--- config.mk ---
export PLATFORM = sky130hd
export DESIGN_NAME = branch_comparator_seq
export DESIGN_NICKNAME = d
export VERILOG_FILES = /design/src/rtl/branch_comparator_seq.sv
export SDC_FILE = /design/constraint.sdc
export NUM_CORES = 1
export LEC_CHECK = 0
export CAP_MARGIN = 20
export CELL_PAD_IN_SITES_DETAIL_PLACEMENT = 0
export CELL_PAD_IN_SITES_GLOBAL_PLACEMENT = 1
export CORE_UTILIZATION = 41
export DETAILED_ROUTE_END_ITERATION = 16
export HOLD_SLACK_MARGIN = 0.03
export PLACE_DENSITY = 0.88
export SYNTH_ARGS = -nofsm -noshare
export SYNTH_HDL_FRONTEND = slang
export SYNTH_SLANG_ARGS = --single-unit
--- constraint.sdc ---
create_clock -name I_clk -period 11.2 [get_ports I_clk]
set_clock_uncertainty 0.15 [all_clocks]
set_input_delay 2.24 -clock I_clk [delete_from_list [all_inputs] [get_ports I_clk]]
set_output_delay 2.24 -clock I_clk [all_outputs]
set_load 0.005 [all_outputs]
--- src/rtl/branch_comparator_seq.sv ---
// Multi-cycle RISC-V branch comparator.
// Operands are compared CHUNK bits per cycle starting at the MSB chunk.
// The top chunk is compared signed for BLT/BGE and unsigned otherwise.
// With EARLY_EXIT the result is produced on the first differing chunk.
module branch_comparator_seq #(
  parameter int WIDTH      = 32,
  parameter int CHUNK      = 8,
  parameter int EARLY_EXIT = 1
) (
  input  logic             I_clk,
  input  logic             I_rst,
  input  logic             I_flush,
  input  logic             I_valid,
  output logic             O_ready,
  input  logic [2:0]       I_funct3,
  input  logic [WIDTH-1:0] I_data1,
  input  logic [WIDTH-1:0] I_data2,
  output logic             O_valid,
  input  logic             I_ready,
  output logic             O_branch_equal,
  output logic             O_branch_lessthan,
  output logic             O_taken,
  output logic             O_illegal
);

  localparam int N     = WIDTH / CHUNK;
  localparam int IDX_W = (N > 1) ? $clog2(N) : 1;

  typedef enum logic [1:0] {IDLE, BUSY, DONE} state_t;

  state_t             state, state_nxt;
  logic [IDX_W-1:0]   idx, idx_nxt;
  logic               found, found_nxt;
  logic               lt_hold, lt_hold_nxt;
  logic [WIDTH-1:0]   opa_p0, opb_p0;
  logic [2:0]         f3_p0;
  logic [CHUNK-1:0]   ca, cb;
  logic               accept, top, diff, lt_now;
  logic               finish, res_eq, res_lt;

  // Chunk less-than; only the chunk holding the sign bit is ever compared signed.
  function automatic logic chunk_lt(input logic [CHUNK-1:0] a, input logic [CHUNK-1:0] b,
                                    input logic sgn);
    logic signed [CHUNK-1:0] sa, sb;
    sa = a;
    sb = b;
    return sgn ? (sa < sb) : (a < b);
  endfunction

  // Branch decision from equal/less-than; illegal encodings never take the branch.
  function automatic logic taken_of(input logic [2:0] f3, input logic eq, input logic lt);
    logic t;
    case (f3)
      3'b000:          t = eq;
      3'b001:          t = !eq;
      3'b100, 3'b110:  t = lt;
      3'b101, 3'b111:  t = !lt;
      default:         t = 1'b0;
    endcase
    return t;
  endfunction

  function automatic logic illegal_of(input logic [2:0] f3);
    return (f3 == 3'b010) || (f3 == 3'b011);
  endfunction

  assign accept  = I_valid && (state == IDLE) && !I_flush;
  assign O_ready = (state == IDLE);
  assign O_valid = (state == DONE);
  assign ca      = opa_p0[idx*CHUNK +: CHUNK];
  assign cb      = opb_p0[idx*CHUNK +: CHUNK];
  assign top     = (idx == IDX_W'(N - 1));
  assign diff    = (ca != cb);
  assign lt_now  = chunk_lt(ca, cb, top && !f3_p0[1]);

  // Next-state logic and per-chunk compare step.
  always_comb begin
    state_nxt   = state;
    idx_nxt     = idx;
    found_nxt   = found;
    lt_hold_nxt = lt_hold;
    finish      = 1'b0;
    res_eq      = 1'b0;
    res_lt      = 1'b0;
    case (state)
      IDLE: begin
        if (accept) begin
          state_nxt   = BUSY;
          idx_nxt     = IDX_W'(N - 1);
          found_nxt   = 1'b0;
          lt_hold_nxt = 1'b0;
        end
      end
      BUSY: begin
        if (I_flush) begin
          state_nxt = IDLE;
        end else begin
          // The first differing chunk decides the ordering; later chunks are ignored.
          if (diff && !found) begin
            found_nxt   = 1'b1;
            lt_hold_nxt = lt_now;
          end
          if ((EARLY_EXIT != 0) && diff) begin
            finish = 1'b1;
            res_eq = 1'b0;
            res_lt = lt_now;
          end else if (idx == '0) begin
            finish = 1'b1;
            res_eq = !found && !diff;
            res_lt = found ? lt_hold : (diff && lt_now);
          end else begin
            idx_nxt = idx - 1'b1;
          end
          if (finish) state_nxt = DONE;
        end
      end
      DONE: begin
        // Flush and consumption both return to IDLE; no accept in this cycle.
        if (I_flush || I_ready) state_nxt = IDLE;
      end
      default: state_nxt = IDLE;
    endcase
  end

  // Control state and registered result flags.
  always_ff @(posedge I_clk or posedge I_rst) begin
    if (I_rst) begin
      state             <= IDLE;
      idx               <= '0;
      found             <= 1'b0;
      lt_hold           <= 1'b0;
      O_branch_equal    <= 1'b0;
      O_branch_lessthan <= 1'b0;
      O_taken           <= 1'b0;
      O_illegal         <= 1'b0;
    end else begin
      state   <= state_nxt;
      idx     <= idx_nxt;
      found   <= found_nxt;
      lt_hold <= lt_hold_nxt;
      if (finish) begin
        O_branch_equal    <= res_eq;
        O_branch_lessthan <= res_lt;
        O_taken           <= taken_of(f3_p0, res_eq, res_lt);
        O_illegal         <= illegal_of(f3_p0);
      end
    end
  end

  // Request capture: operands are sampled only at accept.
  always_ff @(posedge I_clk) begin
    if (accept) begin
      opa_p0 <= I_data1;
      opb_p0 <= I_data2;
      f3_p0  <= I_funct3;
    end
  end

endmodule

# --- Word-level counts from Yosys, hierarchy flattened ---
# Index checks and enable logic that the tools add are counted.
totals:
  reg_bits: 77
  wordCells: 91
  input_bits: 72
op_classes:
  add_sub_neg: 1
  n_shift: 2
  order_cmp: 2
  muxes: 34
  reduce_logical: 23
  eq_ne: 18
op_table:
  columns: ["op", "n"]
  rows:
  - ["variable part select 32 x 6 -> 8 bit", 2]
  - ["two-way mux 1 bit", 21]
  - ["< comparator 8 bit", 2]
  - ["two-way mux 2 bit", 8]
  - ["== test 3 bit (second input constant)", 4]
  - ["inequality test 2 bit (second input constant)", 4]
  - ["inequality test 8 bit", 1]
  - ["== test 3 x 2 -> 1 bit (second input constant)", 2]
  - ["logical AND 1 bit", 6]
  - ["zero test 1 bit", 6]
  - ["case mux 2 bit (3 select lines)", 1]
  - ["AND reduction 5 bit", 1]
  - ["== test 2 bit (second input constant)", 2]
  - ["zero test 2 bit", 2]
  - ["inequality test 2 x 1 -> 1 bit (second input constant)", 2]
  - ["case mux 1 bit (2 select lines)", 2]
  - ["case mux 1 bit (4 select lines)", 1]
  - ["case mux 2 bit (2 select lines)", 1]
  - ["AND reduction 4 bit", 1]
  - ["OR reduction 2 bit", 2]
  - ["== test 3 x 1 -> 1 bit (second input constant)", 1]
  - ["zero test 3 bit", 1]
  - ["inequality test 3 bit (second input constant)", 1]
  - ["AND reduction 3 bit", 1]
  - ["4 further kinds", 5]

# --- Depth between registers and ports, before layout ---
logic_depth:
  depth_word: 11
  depth_mapped: 10
  depth_no_buf: 9

# --- Least setup slack after synthesis ---
# Ideal clock, no wire load.
synth_timing:
  path_kind: "input to register"
  start: "input I_flush"
  end: "register idx[0]"
  cell_stages: 4
  setup_ns: 0.077
  arrival_ns: 10.387
  path_slack_ns: 0.585
  cell_sequence: "nor4b_1 -> or2_2 -> nor2_1 -> a21oi_1"
synth_between:
  elab_chain_len: 4
  word_cells_on_any_way: 5
synth_rtl:
  columns: ["item", "line", "rtl"]
  rows:
  - ["start, declared", "12", "input logic I_flush,"]
  - ["zero test 1 bit", "67", "assign accept = I_valid && (state == IDLE) && !I_flush;"]
  - ["logical AND 1 bit", "67", null]
  - ["inequality test 2 x 1 -> 1 bit (no source line)", null, null]
  - ["AND reduction 5 bit (no source line) *", null, null]
  - ["end signal, assigned", "138", "idx <= idx_nxt;"]
  - ["end, declared", "32", "logic [IDX_W-1:0] idx, idx_nxt;"]
# Every way passes the cells marked *; elsewhere a longest branch is shown, timed or not.
# A chain may end at the register's enable or synchronous reset.

# --- Worst setup path after layout ---
layout_timing:
  start: "input I_flush"
  end: "register lt_hold"
layout_between:
  elab_chain_len: 4
  word_cells_on_any_way: 5
layout_rtl:
  columns: ["item", "line", "rtl"]
  rows:
  - ["zero test 1 bit", "67", null]
  - ["logical AND 1 bit", "67", null]
  - ["via accept", "38", "logic accept, top, diff, lt_now;"]
  - ["inequality test 2 x 1 -> 1 bit (no source line)", null, null]
  - ["AND reduction 4 bit (no source line)", null, null]
  - ["end signal, assigned", "140", "lt_hold <= lt_hold_nxt;"]
  - ["end, declared", "34", "logic lt_hold, lt_hold_nxt;"]
# The timed path passes the listed nets, and every way through them passes these cells.

==> out/qor.yml <==
synth_ff_type: "edfxtp_1"
ir_worst_vdd_mv: 0.0613
antenna_found_initial: 0
first_iter_violations: 82
power_mw: 0.568
synth_top_area_share_pct: 63.4
dp_cells: 350
path_class: "in2reg"
worstPathRequired_ps: 11270
cts_tree: "done"
cts_setup_buffers: 0
ys_async_sr_fraction_pct: 13.0
routed-via-count: 1783
synth-edff-count: 67
synth_common_cells: "edfxtp_1, mux4_2, inv_1, dfrtp_1, ha_1"
syn_area_per_cell_um2: 18.0
syn_nets: 258
sequentialPowerShare_pct: 59.2
power_switching_mw: 0.121
yosys_warnings: 0
p_per_area_nw_per_um2: 134
end_kind: "flop"
setup_ws_ps: 7060
fin_crit_sh_pct: 37.0
hold_violations: 0
cp.arrival_ps: 4220
design_area_um2: 4230
ctsResizeCount: 0
setup_violations: 0
die_w_um: 90.0
place.port_buffers: 77
place_area_um2: 4070
maxCapViolCount: 0
grt_pass1_vias: 1956
p_sw_share_pct: 21.3
fillers: 596
yosysTopAreaCell: "edfxtp_1"
dpl.hpwl_um: 3770
tightest_slew_ps: 867
status: "finished, final reports clean"
wire_per_inst_um: 14.6
yosys-top-cells-area: "edfxtp_1, mux4_2, dfrtp_1"
rrSetupSlack_ps: 7950
start_util_pct: 43.1
finalNetCount: 344
clkSinkCount: 77
cts_buffer_depth: 2
dieArea_um2: 8100
r2r_cells: 8
relSlewSlack_pct: 42.2
slowest_stage: "buf_4"
ioPinCount: 78
internal_power_mw: 0.447
stdcell_count: 366
min_period_ps: 4140
dp_worst_setup_slack_ps: 6670
grt_max_degree: 71
hp-class: "reg2reg"
p_leak_nw: 1.55
final_antenna_net_count: 0
ys_types: 39
yosysMostFrequentCell: "edfxtp_1"
gr-total-overflow: 0
worstSkewPairLatency_ps: 330
track_usage_pct: 14.6
synth_area_um2: 3180
totalWireLength_um: 5350
synth-seq-cells: 77
first_pass_iters: 4
critPathLaunchType: "primary input"
clockPowerShare_pct: 30.2
htreeDepth: 3
rows: 31
hold_buffers: 0
rsz0062_at_grt: "false"
synthToLayoutAreaGrowth_pct: 33.2
clk_pin_slew_ps: 70
path_cells: "clkdlybuf4s50_1 -> nor4b_2 -> buf_4 -> o21a_1 -> mux2_2"
crit_fanout: 70
vias_per_cell: 4.87
yosysSeqAreaShare_pct: 71.2
drc: 0
drive_gt1_share_pct: 15.4
cts-buffers-inserted: 9
setup-tns-final_ps: 0
core_area_um2: 7370
cpPeakStageDelay_ps: 700
gp_congestion: 0.742
diodes: 0
pwr-share-comb_pct: 10.7
fmax_ghz: 0.241
drv_slew: 0
dieHeight_um: 90.0
synth_cells: 176
cts_root_buffer: "clkbuf_8"
grt_pass1_wl_um: 8960
hold_depth: 2
==> through the flow <==
step | hold slack [ps] | utilization [%]
finish | 327 | 57.4
global route | 364 | 57.4
CTS | 335 | 57.4
detailed placement | 319 | 55.3
global placement | 311 | 55.3
floorplan | 322 | -
==> critical path: cells and delay by family <==
family | cells | cell delay, ps
muxes | 1 | 330
AOI/OAI and AO/OA | 1 | 230
buffers and inverters | 2 | 1170
and+or+nand+nor | 1 | 230
==> cell type report <==
cell class	count	area, um^2	share of cell area, %
clock buffer	10	128	3.02
clock inverter	6	30.0	0.710
inverter	15	56.3	1.33
multi-input combinational	80	845	20.0
sequential	77	2260	53.5
tap	99	124	2.93
timing repair buffer	79	786	18.6
==> flip-flops by register name, summed over array words and instances (netlist names), 2 cells and up <==
name and cells:
f3_p0 3, idx 2, opa_p0 32, opb_p0 32, state 2
==> power by group through the flow <==
| stage | Sequential, mW | Combinational, mW | Clock (mW) |
|---|---|---|---|
| after floorplan | 0.344 | 0.0235 | 0 |
| after global placement | 0.342 | 0.0604 | 0 |
| after detailed placement | 0.343 | 0.0614 | 0 |
| after CTS | 0.337 | 0.0615 | 0.177 |
| after global routing | 0.338 | 0.0667 | 0.188 |
| final | 0.336 | 0.0606 | 0.171 |
==> cell usage in the layout (no fill, tap or decap), types with 2 or more instances in the layout <==
master / n
edfxtp_1: 67
a21oi_1: 5
o21ai_0: 5
clkinv_1: 2
nand2_1: 5
buf_4: 2
clkbuf_8: 9
clkinv_2: 3
mux4_2: 16
nor2_1: 9
or2_2: 3
ha_1: 10
inv_1: 15
clkdlybuf4s50_1: 77
dfrtp_1: 10
==> routing by layer <==
metal  GRT usage [%]  wire, um  vias up
li1                -         -      860
met1            17.7      2260      859
met2            24.3      2760       57
met3            4.57       257        7
met4            5.65        70        0
met5               0         0        -
==> logic make-up (layout without fill, tap and decap cells) <==
family | Yosys count | count (layout) | synth area share (%)
flip-flops | 77 | 77 | 71.2
AND/OR/NAND/NOR | 30 | 30 | 5.75
AO/OA/AOI/OAI | 21 | 21 | 4.41
buffers and inverters | 19 | 110 | 2.36
multiplexers | 18 | 18 | 12.0
adder cells (fa/ha/maj) | 10 | 10 | 3.94
XOR/XNOR | 1 | 1 | 0.276
==> worst paths after layout <==
path | start | to
worst max-delay path | I_flush | lt_hold$_DFFE_PP0P_
worst min-delay path | O_branch_lessthan$_DFFE_PP0P_ | O_branch_lessthan$_DFFE_PP0P_
worst max register to register | idx[1]$_DFFE_PP0P_ | O_taken$_DFFE_PP0P_
worst min register to register | O_branch_lessthan$_DFFE_PP0P_ | O_branch_lessthan$_DFFE_PP0P_
max in group asynchronous | I_rst | found$_DFFE_PP0P_
min in group asynchronous | I_rst | lt_hold$_DFFE_PP0P_
(Power assumes the default switching activity.)
